**config.mk**
```make
export PLATFORM = sky130hd
export DESIGN_NAME = wb_port_arbiter
export DESIGN_NICKNAME = d
export VERILOG_FILES = /design/src/rtl/wb_pkg.sv /design/src/rtl/wb_fifo.sv /design/src/rtl/wb_port_arbiter.sv
export SDC_FILE = /design/constraint.sdc
export NUM_CORES = 1
export LEC_CHECK = 0
export BUFFER_PORTS_ARGS = -buffer_cell sky130_fd_sc_hd__buf_2
export CORE_UTILIZATION = 45
export CTS_CLUSTER_DIAMETER = 80
export DETAILED_ROUTE_END_ITERATION = 10
export GPL_TIMING_DRIVEN = 0
export HOLD_SLACK_MARGIN = 0.12
export PLACE_DENSITY = 0.76
export SLEW_MARGIN = 20
export SYNTH_ARGS = -nofsm -noshare
export SYNTH_HDL_FRONTEND = slang
export SYNTH_SLANG_ARGS = --single-unit
```
**constraint.sdc**
```tcl
create_clock -name clk -period 5.1 [get_ports clk]
set_input_delay 1.02 -clock clk [delete_from_list [all_inputs] [get_ports clk]]
set_output_delay 1.02 -clock clk [all_outputs]
set_load 0.03 [all_outputs]
```
**src/rtl/wb_pkg.sv**
```systemverilog
// Shared writeback types: register-file geometry and the queued late-result entry.
// Combinational definitions only; no latency or backpressure of its own.
// Used by wb_fifo and wb_port_arbiter.
package wb_pkg;

  localparam int unsigned XLEN   = 32;
  localparam int unsigned REG_AW = 5;

  typedef struct packed {
    logic [REG_AW-1:0] rd;
    logic [XLEN-1:0]   data;
  } wb_entry_t;

endpackage

```
**src/rtl/wb_fifo.sv**
```systemverilog
// Late-result queue of wb_entry_t with power-of-two DEPTH and wrapping pointers.
// Push lands at the clock edge and head is visible the next cycle.
// A push while full and a pop while empty are both ignored.
module wb_fifo
  import wb_pkg::*;
#(
  parameter int unsigned DEPTH = 4,
  localparam int unsigned AW = $clog2(DEPTH),
  localparam int unsigned CW = AW + 1
) (
  input  logic          clk,
  input  logic          rst,
  input  logic          push,
  input  wb_entry_t     push_dat,
  input  logic          pop,
  output logic          full,
  output logic          empty,
  output logic [CW-1:0] count,
  output wb_entry_t     head
);

  wb_entry_t         mem [DEPTH];
  logic [AW-1:0]     wr_ptr;
  logic [AW-1:0]     rd_ptr;
  logic              do_push;
  logic              do_pop;

  assign full    = (count == CW'(DEPTH));
  assign empty   = (count == '0);
  assign do_push = push & ~full;
  assign do_pop  = pop & ~empty;
  assign head    = mem[rd_ptr];

  always_ff @(posedge clk) begin
    if (!rst) begin
      wr_ptr <= '0;
      rd_ptr <= '0;
      count  <= '0;
    end else begin
      if (do_push) wr_ptr <= wr_ptr + AW'(1);
      if (do_pop)  rd_ptr <= rd_ptr + AW'(1);
      case ({do_push, do_pop})
        2'b10:   count <= count + CW'(1);
        2'b01:   count <= count - CW'(1);
        default: count <= count;
      endcase
    end
  end

  // Storage needs no reset: entries are only read once count covers them.
  always_ff @(posedge clk) begin
    if (do_push) mem[wr_ptr] <= push_dat;
  end

endmodule

```
**src/rtl/wb_port_arbiter.sv**
```systemverilog
// Merges pipeline writebacks (priority) with queued late results onto the regfile write port; optional WB_BYPASS_EN.
// Pipeline write appears 1 cycle later; a late result at least 2 cycles after its handshake.
// late_ready drops when the queue is full; stall_req asks the hazard unit for bubbles so the queue drains.
module wb_port_arbiter
  import wb_pkg::*;
#(
  parameter int unsigned DEPTH        = 4,
  parameter int unsigned STALL_MARGIN = 1
) (
  input  logic              clk,
  input  logic              rst,
  input  logic              wb_valid,
  input  logic [REG_AW-1:0] wb_rd,
  input  logic [XLEN-1:0]   wb_data,
  input  logic              late_valid,
  input  logic [REG_AW-1:0] late_rd,
  input  logic [XLEN-1:0]   late_data,
  output logic              late_ready,
  output logic              stall_req,
  output logic              RegWrite,
  output logic [REG_AW-1:0] w_add,
  output logic [XLEN-1:0]   RegWriteData
`ifdef WB_BYPASS_EN
  ,
  input  logic [REG_AW-1:0] byp_rs1,
  input  logic [REG_AW-1:0] byp_rs2,
  output logic              byp1_hit,
  output logic              byp2_hit,
  output logic [XLEN-1:0]   byp1_data,
  output logic [XLEN-1:0]   byp2_data
`endif
);

  localparam int unsigned CW = $clog2(DEPTH) + 1;

  logic          fifo_full;
  logic          fifo_empty;
  logic [CW-1:0] fifo_count;
  wb_entry_t     fifo_head;
  wb_entry_t     late_entry;
  logic          late_push;
  logic          pipe_sel;
  logic          late_pop;
  logic [31:0]   free_slots;

  assign late_entry = '{rd: late_rd, data: late_data};

  // x0 results complete their handshake but never occupy a slot.
  assign late_ready = ~fifo_full;
  assign late_push  = late_valid & late_ready & (late_rd != '0);
  assign pipe_sel   = wb_valid & (wb_rd != '0);
  assign late_pop   = ~pipe_sel & ~fifo_empty;

  assign free_slots = 32'(DEPTH) - 32'(fifo_count);
  assign stall_req  = (free_slots <= 32'(STALL_MARGIN));

  wb_fifo #(.DEPTH(DEPTH)) u_fifo (
    .clk      (clk),
    .rst      (rst),
    .push     (late_push),
    .push_dat (late_entry),
    .pop      (late_pop),
    .full     (fifo_full),
    .empty    (fifo_empty),
    .count    (fifo_count),
    .head     (fifo_head)
  );

  // Address and data hold their last value on idle cycles.
  always_ff @(posedge clk) begin
    if (!rst) begin
      RegWrite     <= 1'b0;
      w_add        <= '0;
      RegWriteData <= '0;
    end else if (pipe_sel) begin
      RegWrite     <= 1'b1;
      w_add        <= wb_rd;
      RegWriteData <= wb_data;
    end else if (late_pop) begin
      RegWrite     <= 1'b1;
      w_add        <= fifo_head.rd;
      RegWriteData <= fifo_head.data;
    end else begin
      RegWrite     <= 1'b0;
    end
  end

`ifdef WB_BYPASS_EN
  // Regfile writes at the edge, so a same-cycle decode read must see the pending write.
  assign byp1_hit  = RegWrite & (w_add == byp_rs1) & (byp_rs1 != '0);
  assign byp2_hit  = RegWrite & (w_add == byp_rs2) & (byp_rs2 != '0);
  assign byp1_data = byp1_hit ? RegWriteData : '0;
  assign byp2_data = byp2_hit ? RegWriteData : '0;
`endif

endmodule

```
==> report_table.html, run 1 <==
<table>
<tr><th>Metric</th><th>Value</th></tr>
<tr><th colspan="2">Worst setup path</th></tr>
<tr><td>Cell seen most often among critical-path stages</td><td>sky130_fd_sc_hd__ha_1</td></tr>
<tr><td>Flop2flop setup slack</td><td>2.14 ns</td></tr>
<tr><td>R2R Path Start</td><td>u_fifo.count[0]</td></tr>
<tr><td>Crit-path cells</td><td>nor2_1, ha_1, buf_2, clkbuf_1, o22ai_1, ha_1, inv_1, fa_1, xor2_1, or3_1, a21oi_1</td></tr>
<tr><td>Data arrival time of the worst path</td><td>roughly 3.3 ns</td></tr>
<tr><td>Startpoint of the most critical setup path</td><td>u_fifo.count[0]</td></tr>
<tr><td>Crit Path Class</td><td>reg2reg</td></tr>
<tr><td>Cell depth of the worst flop-to-flop path</td><td>11</td></tr>
<tr><td>Crit path largest cell delay</td><td>0.46 ns</td></tr>
<tr><td>Capture point of the critical path</td><td>u_fifo.count[2]</td></tr>
<tr><td>Sort of element at the start of the critical path</td><td>flip-flop</td></tr>
<tr><td>CP max stage cell</td><td>sky130_fd_sc_hd__o22ai_1</td></tr>
<tr><td>Capturing element type of the critical path</td><td>flip-flop</td></tr>
<tr><td>Highest fanout seen on the critical path</td><td>10</td></tr>
<tr><td>Required time reported for the critical path endpoint</td><td>5.46 ns</td></tr>
<tr><td>Endpoint of the worst register-to-register path</td><td>u_fifo.count[2]</td></tr>
<tr><th colspan="2">Final layout</th></tr>
<tr><td>Combined flip-flop and latch cell area</td><td>between 0.005 and 0.006 mm2</td></tr>
<tr><td>Post-route cell area</td><td>approximately 0.0095 mm2</td></tr>
<tr><td>Number of nets in the layout</td><td>781</td></tr>
<tr><td>Highest-count cells in the layout ignoring fill and taps</td><td>sky130_fd_sc_hd__edfxtp_1 (148), sky130_fd_sc_hd__buf_2 (134), sky130_fd_sc_hd__mux2i_1 (78)</td></tr>
<tr><td>Most frequent standard cell in the layout excluding fill and tap cells</td><td>sky130_fd_sc_hd__edfxtp_1</td></tr>
<tr><td>Area growth, synth to finish</td><td>19.6%</td></tr>
<tr><td>Utilization of the core after routing</td><td>54.9%</td></tr>
<tr><td>Fill count</td><td>~1400</td></tr>
<tr><td>Total area of multi-input combinational cells</td><td>around 0.0023 mm2</td></tr>
<tr><td>Layout cell share with drive strength beyond 1</td><td>25.4%</td></tr>
<tr><td>Count of placed standard cells in the final layout, fillers left out</td><td>~930</td></tr>
<tr><th colspan="2">Clocking</th></tr>
<tr><td>Clock tree from TritonCTS</td><td>built</td></tr>
<tr><td>Worst skew pair latency</td><td>0.44 ns</td></tr>
<tr><td>Longest Clk Path Bufs</td><td>2</td></tr>
<tr><td>Number of instances resized during post-cts repair</td><td>0</td></tr>
<tr><td>Worst-path clk slew</td><td>0.06 ns</td></tr>
<tr><td>Num Clock Sinks</td><td>195</td></tr>
<tr><td>Post-CTS setup repair buffer count</td><td>0</td></tr>
<tr><td>Number of hold buffers added after CTS</td><td>0</td></tr>
<tr><td>TritonCTS buffer count</td><td>17</td></tr>
<tr><td>Buffer type at the clock tree root</td><td>sky130_fd_sc_hd__clkbuf_16</td></tr>
<tr><td>H-tree level count</td><td>4</td></tr>
<tr><th colspan="2">Power</th></tr>
<tr><td>Total Power</td><td>4.63 mW</td></tr>
<tr><td>Largest voltage drop on the vdd net</td><td>0.339 mV</td></tr>
<tr><td>Power density over cell area</td><td>slightly below 500 mW/mm2</td></tr>
<tr><td>Leakage power</td><td>3.41 nW</td></tr>
<tr><th colspan="2">STA</th></tr>
<tr><td>Fin Setup TNS</td><td>0 ns</td></tr>
<tr><td>Setup WS post-layout</td><td>2.14 ns</td></tr>
<tr><td>Final Hold Violating Endpoints</td><td>0</td></tr>
<tr><td>Final critical path time including I/O delays and setup</td><td>2.96 ns</td></tr>
<tr><td>Total of endpoints with negative setup slack in the final report</td><td>0</td></tr>
<tr><td>Minimum hold slack</td><td>roughly 0.52 ns</td></tr>
<tr><td>Share of the clock period used by the worst path</td><td>58.1%</td></tr>
<tr><td>Setup repair after global routing missed its margin</td><td>false</td></tr>
<tr><td>Peak clock frequency supported by timing</td><td>338 MHz</td></tr>
<tr><td>Pin slew with the least headroom to its limit</td><td>0.645 ns</td></tr>
<tr><td>Final worst clock skew</td><td>0.00809 ns</td></tr>
<tr><td>Max-slew violation count</td><td>0</td></tr>
<tr><td>Worst slew slack as a fraction of its limit</td><td>57.0%</td></tr>
<tr><th colspan="2">Status</th></tr>
<tr><td>Result of the run</td><td>completed</td></tr>
<tr><th colspan="2">GRT</th></tr>
<tr><td>Global-route wire length before repair</td><td>30000 um</td></tr>
<tr><td>Largest net degree at the start of global routing</td><td>24</td></tr>
<tr><td>Gr usage total</td><td>22.6%</td></tr>
<tr><td>Vias in the first global route</td><td>5513</td></tr>
<tr><td>Sum of overflow across all layers after global routing</td><td>0</td></tr>
<tr><td>Number of antenna violations at the first check in global routing</td><td>1</td></tr>
<tr><th colspan="2">Synth</th></tr>
<tr><td>Netlist area before placement</td><td>0.00795 mm2</td></tr>
<tr><td>Share of the synthesized area in the top cell type</td><td>55.9%</td></tr>
<tr><td>Warning count from the yosys run</td><td>0</td></tr>
<tr><td>Mapped Nets</td><td>642</td></tr>
<tr><td>Combinational family with the most area after synthesis</td><td>compound AO/OA/AOI/OAI gates</td></tr>
<tr><td>Library cells used by synthesis</td><td>34</td></tr>
<tr><td>Simple-gate area share of the yosys netlist</td><td>5.13%</td></tr>
<tr><td>Portion of the post-synthesis area used by sequential elements</td><td>67.7%</td></tr>
<tr><td>Synthesized area per cell</td><td>14.3 um2</td></tr>
<tr><td>Post-synthesis compound-gate area fraction</td><td>between 10% and 20%</td></tr>
<tr><td>Adder-cell area share of the yosys netlist</td><td>under 10%</td></tr>
<tr><td>Cell count after synthesis</td><td>556</td></tr>
<tr><td>Largest cells by area after synthesis</td><td>sky130_fd_sc_hd__edfxtp_1 (56%), sky130_fd_sc_hd__dfxtp_1 (12%), sky130_fd_sc_hd__mux2i_1 (9.8%)</td></tr>
<tr><td>Synth Register Bits</td><td>just under 200</td></tr>
<tr><td>Share of synthesized area spent on multiplexers</td><td>10.1%</td></tr>
<tr><td>Area leader, netlist</td><td>sky130_fd_sc_hd__edfxtp_1</td></tr>
<tr><td>Synthesized-area fraction occupied by xor and xnor cells</td><td>0.220%</td></tr>
<tr><th colspan="2">Floorplan</th></tr>
<tr><td>Area of the placeable core</td><td>between 0.015 and 0.02 mm2</td></tr>
<tr><td>Starting Density</td><td>46.0%</td></tr>
<tr><td>Die boundary height</td><td>135 um</td></tr>
<tr><td>Std cell rows</td><td>48</td></tr>
<tr><td>Die Wd</td><td>135 um</td></tr>
<tr><td>Die Footprint</td><td>0.0182 mm2</td></tr>
<tr><td>Number of ports placed on the die boundary</td><td>between 100 and 150</td></tr>
<tr><th colspan="2">Detailed routing</th></tr>
<tr><td>Total wire length</td><td>19500 um</td></tr>
<tr><td>Vias per cell</td><td>5.73</td></tr>
<tr><td>Vias</td><td>5350</td></tr>
<tr><td>Detailed Route Iter0 Violations</td><td>445</td></tr>
<tr><td>Remaining antenna violation count after routing</td><td>0</td></tr>
<tr><td>Router iterations before antenna repair</td><td>5</td></tr>
<tr><td>DR WL/cell</td><td>between 20 and 25 um</td></tr>
<tr><td>Residual DRC count</td><td>0</td></tr>
<tr><th colspan="2">Min path</th></tr>
<tr><td>Hold Crit Start</td><td>u_fifo.wr_ptr[1]</td></tr>
<tr><td>Classification of the worst-slack hold path</td><td>reg2reg</td></tr>
<tr><th colspan="2">Place</th></tr>
<tr><td>Minimum setup slack after placement</td><td>1.75 ns</td></tr>
<tr><td>Detailed placer's ending HPWL</td><td>12900 um</td></tr>
<tr><td>Buffers added on ports</td><td>116</td></tr>
<tr><td>Placed Instances</td><td>901</td></tr>
<tr><td>RD Place Congestion</td><td>roughly 0.8</td></tr>
<tr><td>Instance area at placement</td><td>0.00890 mm2</td></tr>
<tr><th colspan="2">Flow run</th></tr>
<tr><td>Number of max-capacitance violations reported</td><td>0</td></tr>
</table>
## sequential cells by signal, indices dropped and copies added, names as in the netlist, named ones only
register and cells:
u_fifo.wr_ptr 2, RegWrite 1, u_fifo.count 3, RegWriteData 32, u_fifo.mem 148, w_add 5, u_fifo.rd_ptr 2
## worst min-delay path by stage
stage / cells past startpoint / end
after floorplan: 2 / flip-flop
after global placement: 2 / flip-flop
after detailed placement: 2 / flip-flop
after CTS: 2 / u_fifo.rd_ptr[1]
after global routing: 2 / u_fifo.rd_ptr[1]
final: 2 / u_fifo.wr_ptr[1]
## per-layer routing
layer	share of wire [%]	up-vias	global-route usage (%)
met5	0	-	0
met4	1.6	0	8.68
met3	9.1	25	5.89
met2	49	273	38.1
met1	40	2615	27.7
li1	-	2437	-
## synthesized netlist by cell type
cell and n:
sky130_fd_sc_hd__a211oi_1 4, sky130_fd_sc_hd__a21oi_1 4, sky130_fd_sc_hd__a2bb2oi_1 4, sky130_fd_sc_hd__a311o_1 34
sky130_fd_sc_hd__a31oi_2 1, sky130_fd_sc_hd__and2_1 4, sky130_fd_sc_hd__buf_1 1, sky130_fd_sc_hd__buf_2 18
sky130_fd_sc_hd__clkbuf_1 23, sky130_fd_sc_hd__dfxtp_1 47, sky130_fd_sc_hd__edfxtp_1 148, sky130_fd_sc_hd__fa_1 1
sky130_fd_sc_hd__ha_1 7, sky130_fd_sc_hd__inv_1 11, sky130_fd_sc_hd__inv_2 2, sky130_fd_sc_hd__mux2i_1 78
sky130_fd_sc_hd__mux4_2 1, sky130_fd_sc_hd__nand2_1 41, sky130_fd_sc_hd__nand2b_1 2, sky130_fd_sc_hd__nor2_1 38
sky130_fd_sc_hd__nor3_1 1, sky130_fd_sc_hd__nor3_4 1, sky130_fd_sc_hd__nor4_1 1, sky130_fd_sc_hd__o21a_1 1
sky130_fd_sc_hd__o21ai_0 36, sky130_fd_sc_hd__o22ai_1 1, sky130_fd_sc_hd__o311a_1 35, sky130_fd_sc_hd__o31ai_1 1
sky130_fd_sc_hd__o41ai_1 1, sky130_fd_sc_hd__or2_1 1, sky130_fd_sc_hd__or2_2 1, sky130_fd_sc_hd__or3_1 4
sky130_fd_sc_hd__or3b_2 1, sky130_fd_sc_hd__xor2_1 2
## kinds of logic after synthesis
kind of cell / Yosys count
XOR/XNOR: 2
flip-flops: 195
multiplexers: 79
adder cells (fa/ha/maj): 8
AO/OA/AOI/OAI: 122
buffers and inverters: 55
AND/OR/NAND/NOR: 95
## worst max-delay path: cells and delay by family (launching register included)
| family | cells | cell delay, ns |
|---|---|---|
| simple gates | 2 | 0.41 |
| compound gates | 2 | 0.59 |
| xor+xnor | 1 | 0.16 |
| flops | 1 | 0.38 |
| buf+inv | 3 | 0.51 |
| fa+ha+maj | 3 | 0.83 |
## report_power, final
| part | switching (mW) | internal [mW] |
|---|---|---|
| sequential | 0.0878 | 1.92 |
| clock | 0.587 | 0.777 |
| combinational | 0.843 | 0.411 |
| total | 1.52 | 3.11 |
## cell type report
cell class | instances | area share [%]
Multi-Input combinational cell | 306 | 24.6
Clock buffer | 18 | 4.52
Antenna cell | 1 | 0.0263
Clock inverter | 14 | 1.86
Sequential cell | 195 | 56.7
Tap cell | 225 | 2.96
Inverter | 13 | 0.513
Buffer | 42 | 1.90
Timing Repair Buffer | 120 | 6.95
Power figures use the tool's default switching activity.
==> inputs of run 2 (changes only) <==
--- a/config.mk
+++ b/config.mk
@@ -5,13 +5,14 @@
 export SDC_FILE = /design/constraint.sdc
 export NUM_CORES = 1
 export LEC_CHECK = 0
+export ABC_AREA = 1
 export BUFFER_PORTS_ARGS = -buffer_cell sky130_fd_sc_hd__buf_2
 export CORE_UTILIZATION = 45
 export CTS_CLUSTER_DIAMETER = 80
 export DETAILED_ROUTE_END_ITERATION = 10
 export GPL_TIMING_DRIVEN = 0
 export HOLD_SLACK_MARGIN = 0.12
-export PLACE_DENSITY = 0.76
+export PLACE_DENSITY = 0.78
 export SLEW_MARGIN = 20
 export SYNTH_ARGS = -nofsm -noshare
 export SYNTH_HDL_FRONTEND = slang
==> constraint.sdc (replaced) <==
create_clock -name clk -period 2.4 [get_ports clk]
set_input_delay 0.48 -clock clk [delete_from_list [all_inputs] [get_ports clk]]
set_output_delay 0.48 -clock clk [all_outputs]
set_load 0.03 [all_outputs]
==> report_table.html, run 2 <==
<table>
<tr><th>Metric</th><th>Value</th></tr>
<tr><th colspan="2">GRT</th></tr>
<tr><td>Gr usage total</td><td>21.9% (-0.70 points)</td></tr>
<tr><td>Sum of overflow across all layers after global routing</td><td>0 (unchanged)</td></tr>
<tr><td>Number of antenna violations at the first check in global routing</td><td>1 (unchanged)</td></tr>
<tr><td>Largest net degree at the start of global routing</td><td>23 (-4.2%)</td></tr>
<tr><td>Global-route wire length before repair</td><td>32100 um (+7.0%)</td></tr>
<tr><td>Vias in the first global route</td><td>6367 (+15%)</td></tr>
<tr><th colspan="2">Clocking</th></tr>
<tr><td>Buffer type at the clock tree root</td><td>sky130_fd_sc_hd__clkbuf_16</td></tr>
<tr><td>Longest Clk Path Bufs</td><td>2 (unchanged)</td></tr>
<tr><td>Clock tree from TritonCTS</td><td>built</td></tr>
<tr><td>Post-CTS setup repair buffer count</td><td>0 (unchanged)</td></tr>
<tr><td>TritonCTS buffer count</td><td>17 (unchanged)</td></tr>
<tr><td>Worst skew pair latency</td><td>0.44 ns (about the same)</td></tr>
<tr><td>Worst-path clk slew</td><td>0.06 ns (about the same)</td></tr>
<tr><td>Num Clock Sinks</td><td>195 (unchanged)</td></tr>
<tr><td>H-tree level count</td><td>4 (unchanged)</td></tr>
<tr><td>Number of hold buffers added after CTS</td><td>0 (unchanged)</td></tr>
<tr><td>Number of instances resized during post-cts repair</td><td>1 (+1)</td></tr>
<tr><th colspan="2">Place</th></tr>
<tr><td>Placed Instances</td><td>1320 (+47%)</td></tr>
<tr><td>Instance area at placement</td><td>0.00974 mm2 (+9.4%)</td></tr>
<tr><td>RD Place Congestion</td><td>0.769 (-4.2%)</td></tr>
<tr><td>Detailed placer's ending HPWL</td><td>14100 um (+9.3%)</td></tr>
<tr><td>Minimum setup slack after placement</td><td>-0.249 ns (-2.00 ns)</td></tr>
<tr><td>Buffers added on ports</td><td>116 (unchanged)</td></tr>
<tr><th colspan="2">Final layout</th></tr>
<tr><td>Number of nets in the layout</td><td>1165 (+49%)</td></tr>
<tr><td>Fill count</td><td>1625 (+13%)</td></tr>
<tr><td>Layout cell share with drive strength beyond 1</td><td>18.9% (-6.6 points)</td></tr>
<tr><td>Most frequent standard cell in the layout excluding fill and tap cells</td><td>sky130_fd_sc_hd__nand2_1</td></tr>
<tr><td>Largest registers</td><td>u_fifo.mem: 148 flops, RegWriteData: 32 flops, w_add: 5 flops</td></tr>
<tr><td>Utilization of the core after routing</td><td>54.8% (-0.16 points)</td></tr>
<tr><td>Register bank with the most flops</td><td>u_fifo.mem</td></tr>
<tr><td>Post-route cell area</td><td>0.0103 mm2 (+8.6%)</td></tr>
<tr><td>Count of placed standard cells in the final layout, fillers left out</td><td>1354 (+45%)</td></tr>
<tr><td>Area growth, synth to finish</td><td>18.3%</td></tr>
<tr><td>Max FFs per register</td><td>148 (unchanged)</td></tr>
<tr><td>Highest-count cells in the layout ignoring fill and taps</td><td>sky130_fd_sc_hd__nand2_1 (229), sky130_fd_sc_hd__inv_1 (192), sky130_fd_sc_hd__nand3_1 (179)</td></tr>
<tr><th colspan="2">Synth</th></tr>
<tr><td>Library cells used by synthesis</td><td>27 (-21%)</td></tr>
<tr><td>Post-synth ARST share</td><td>0% (unchanged)</td></tr>
<tr><td>Synthesized area per cell</td><td>9.28 um2 (-35%)</td></tr>
<tr><td>Post-synthesis compound-gate area fraction</td><td>1.18% (-11 points)</td></tr>
<tr><td>Share of synthesized area spent on multiplexers</td><td>0% (-10 points)</td></tr>
<tr><td>Synth Register Bits</td><td>195 (unchanged)</td></tr>
<tr><td>Most frequently used cell type in the post-synthesis netlist</td><td>sky130_fd_sc_hd__nand2_1</td></tr>
<tr><td>Combinational family with the most area after synthesis</td><td>simple AND/OR/NAND/NOR gates</td></tr>
<tr><td>Ys flop type</td><td>sky130_fd_sc_hd__edfxtp_1</td></tr>
<tr><td>Mapped Nets</td><td>1026 (+60%)</td></tr>
<tr><td>Share of the synthesized area in the top cell type</td><td>51.0% (-4.9 points)</td></tr>
<tr><td>Post-synth EDFFs</td><td>148 (unchanged)</td></tr>
<tr><td>Simple-gate area share of the yosys netlist</td><td>24.3% (+19 points)</td></tr>
<tr><td>Area leader, netlist</td><td>sky130_fd_sc_hd__edfxtp_1</td></tr>
<tr><td>Warning count from the yosys run</td><td>0 (unchanged)</td></tr>
<tr><td>Portion of the post-synthesis area used by sequential elements</td><td>61.8% (-6.0 points)</td></tr>
<tr><td>Adder-cell area share of the yosys netlist</td><td>1.23% (-0.12 points)</td></tr>
<tr><td>Synthesized-area fraction occupied by xor and xnor cells</td><td>0.100% (-0.12 points)</td></tr>
<tr><td>Synth cell count leaders</td><td>sky130_fd_sc_hd__nand2_1 (229), sky130_fd_sc_hd__inv_1 (192), sky130_fd_sc_hd__nand3_1 (180)</td></tr>
<tr><td>Cell count after synthesis</td><td>940 (+69%)</td></tr>
<tr><td>Netlist area before placement</td><td>0.00872 mm2 (+9.7%)</td></tr>
<tr><td>Largest cells by area after synthesis</td><td>sky130_fd_sc_hd__edfxtp_1 (51%), sky130_fd_sc_hd__dfxtp_1 (11%), sky130_fd_sc_hd__nand3_1 (10%)</td></tr>
<tr><th colspan="2">Worst setup path</th></tr>
<tr><td>Crit path buf inv count</td><td>4 (+1)</td></tr>
<tr><td>Required time reported for the critical path endpoint</td><td>2.72 ns (-2.74 ns)</td></tr>
<tr><td>Critical path's top delay family</td><td>simple AND/OR/NAND/NOR gates</td></tr>
<tr><td>R2R Path Start</td><td>u_fifo.count[2]</td></tr>
<tr><td>Crit-path cells</td><td>buf_2, nor2_2, nand3_4, nand2_4, buf_6, nand2_1, inv_2, ha_1, inv_1, fa_1, a21oi_1, o21ai_0, o21ai_1, a21oi_1</td></tr>
<tr><td>Endpoint of the worst register-to-register path</td><td>u_fifo.count[2]</td></tr>
<tr><td>Crit Path Class</td><td>in2reg</td></tr>
<tr><td>Crit path largest cell delay</td><td>0.37 ns (-0.09 ns)</td></tr>
<tr><td>Flop2flop setup slack</td><td>0.22 ns (-1.92 ns)</td></tr>
<tr><td>Sort of element at the start of the critical path</td><td>input pin</td></tr>
<tr><td>Cell depth of the worst flop-to-flop path</td><td>12 (+1)</td></tr>
<tr><td>CP max stage cell</td><td>sky130_fd_sc_hd__fa_1</td></tr>
<tr><td>Data arrival time of the worst path</td><td>2.53 ns (-0.80 ns)</td></tr>
<tr><td>Cell seen most often among critical-path stages</td><td>sky130_fd_sc_hd__a21oi_1</td></tr>
<tr><td>Capturing element type of the critical path</td><td>flip-flop</td></tr>
<tr><td>Highest fanout seen on the critical path</td><td>10 (unchanged)</td></tr>
<tr><th colspan="2">STA</th></tr>
<tr><td>Final critical path time including I/O delays and setup</td><td>2.21 ns</td></tr>
<tr><td>Fin Setup TNS</td><td>0 ns (unchanged)</td></tr>
<tr><td>Max-slew violation count</td><td>0 (unchanged)</td></tr>
<tr><td>Minimum hold slack</td><td>0.258 ns (-0.264 ns)</td></tr>
<tr><td>Share of the clock period used by the worst path</td><td>91.9%</td></tr>
<tr><td>Setup WS post-layout</td><td>0.194 ns (-1.94 ns)</td></tr>
<tr><td>Worst slew slack as a fraction of its limit</td><td>55.7% (-1.3 points)</td></tr>
<tr><td>Setup repair after global routing missed its margin</td><td>false</td></tr>
<tr><td>Pin slew with the least headroom to its limit</td><td>0.663 ns (+0.0176 ns)</td></tr>
<tr><td>Peak clock frequency supported by timing</td><td>between 400 and 500 MHz</td></tr>
<tr><td>Total of endpoints with negative setup slack in the final report</td><td>0 (unchanged)</td></tr>
<tr><td>Final worst clock skew</td><td>0.00959 ns (+0.00150 ns)</td></tr>
<tr><td>Final Hold Violating Endpoints</td><td>0 (unchanged)</td></tr>
<tr><th colspan="2">Floorplan</th></tr>
<tr><td>Starting Density</td><td>46.3% (+0.35 points)</td></tr>
<tr><td>Die boundary height</td><td>141 um (+4.7%)</td></tr>
<tr><td>Die Footprint</td><td>0.0199 mm2 (+9.5%)</td></tr>
<tr><td>Area of the placeable core</td><td>0.0188 mm2 (+8.9%)</td></tr>
<tr><td>Number of ports placed on the die boundary</td><td>118 (unchanged)</td></tr>
<tr><td>Die Wd</td><td>141 um (+4.7%)</td></tr>
<tr><td>Std cell rows</td><td>50 (+4.2%)</td></tr>
<tr><th colspan="2">Detailed routing</th></tr>
<tr><td>Remaining antenna violation count after routing</td><td>0 (unchanged)</td></tr>
<tr><td>DR WL/cell</td><td>15.5 um (-26%)</td></tr>
<tr><td>Total wire length</td><td>21000 um (+7.5%)</td></tr>
<tr><td>Router iterations before antenna repair</td><td>5 (unchanged)</td></tr>
<tr><td>Residual DRC count</td><td>0 (unchanged)</td></tr>
<tr><td>Detailed Route Iter0 Violations</td><td>602 (+35%)</td></tr>
<tr><td>Vias</td><td>6650 (+24%)</td></tr>
<tr><td>Vias per cell</td><td>4.91 (-14%)</td></tr>
<tr><th colspan="2">Power</th></tr>
<tr><td>Switching power summed over all nets</td><td>3.55 mW (+130%)</td></tr>
<tr><td>Switching portion of total power</td><td>35.0% (+2.2 points)</td></tr>
<tr><td>Total Power</td><td>10.2 mW (+120%)</td></tr>
<tr><td>Share of total power in combinational logic</td><td>31.5% (+4.4 points)</td></tr>
<tr><td>Sequential power share</td><td>41.6% (-1.8 points)</td></tr>
<tr><td>Leakage power</td><td>4.95 nW (+45%)</td></tr>
<tr><td>Largest voltage drop on the vdd net</td><td>0.712 mV (+110%)</td></tr>
<tr><td>Power density over cell area</td><td>984 mW/mm2 (+100%)</td></tr>
<tr><td>Internal power of the cells</td><td>6.60 mW (+110%)</td></tr>
<tr><td>Part of the total power dissipated in the clock network</td><td>26.9% (-2.6 points)</td></tr>
<tr><th colspan="2">Min path</th></tr>
<tr><td>Classification of the worst-slack hold path</td><td>in2reg</td></tr>
<tr><td>Min-Delay Path Depth</td><td>1 (-1)</td></tr>
<tr><td>Worst hold endpoint</td><td>u_fifo.mem[1][3]</td></tr>
<tr><td>Hold Crit Start</td><td>late_data[3]</td></tr>
<tr><th colspan="2">Flow run</th></tr>
<tr><td>Number of max-capacitance violations reported</td><td>0 (unchanged)</td></tr>
<tr><th colspan="2">Status</th></tr>
<tr><td>Result of the run</td><td>completed</td></tr>
</table>
## run 2: cell types whose count changed after synthesis, sizes merged, moves of 8 or more
cell and change:
o21ai -23, mux2i -78, clkbuf -8, nand2 +190, o311a -35, buf +14, nand3 +191, inv +182
a311o -34
## run 2: area by class of cell
class / count / area, um2 / area share [%]
Sequential cell: 195 / 5390 / 52.2
Multi-Input combinational cell: 502 / 2380 / 23.0
Inverter: 195 / 732 / 7.09
Timing Repair Buffer: 120 / 661 / 6.40
Clock buffer: 27 / 514 / 4.98
Tap cell: 260 / 325 / 3.15
Buffer: 48 / 269 / 2.61
Clock inverter: 5 / 50.0 / 0.485
Antenna cell: 2 / 5.00 / 0.0485
## run 2: logic make-up (layout without fill, tap and decap cells)
logic type	count (synthesis)	in the layout
simple gates	473	473
xor+xnor	1	1
other cells	0	2
fa+ha+maj	8	8
buf+inv	243	395
compound gates	20	20
flops	195	195
## run 2: how the worst max path moves through the flow
stage | startpoint | endpoint | slack (ns) | cells after the start
floorplan | u_fifo.count[1] | u_fifo.mem[0][0] | -0.11 | 5
global placement | late_rd[1] | u_fifo.mem[2][16] | -0.99 | 5
detailed placement | wb_rd[2] | u_fifo.count[2] | -0.25 | 14
CTS | u_fifo.count[1] | u_fifo.count[2] | 0.17 | 11
global route | u_fifo.count[2] | u_fifo.count[2] | 0.002 | 12
finish | wb_rd[2] | u_fifo.count[2] | 0.19 | 14
## run 2: power groups by stage
stage / logic (mW) / registers (mW) / clock network (mW)
finish: 3.20 / 4.22 / 2.73
global route: 3.54 / 4.26 / 2.88
detailed placement: 3.18 / 4.30 / 0
global placement: 3.06 / 4.29 / 0
floorplan: 1.88 / 4.57 / 0
CTS: 3.20 / 4.23 / 2.75
## run 2: per-layer routing
metal / GRT usage [%] / routed length [um] / vias to the layer above
met2: 36.6 / 10100 / 334
met5: 0 / 0 / -
li1: - / - / 3250
met1: 26.4 / 8380 / 3035
met3: 6.22 / 2110 / 31
met4: 9.21 / 406 / 0
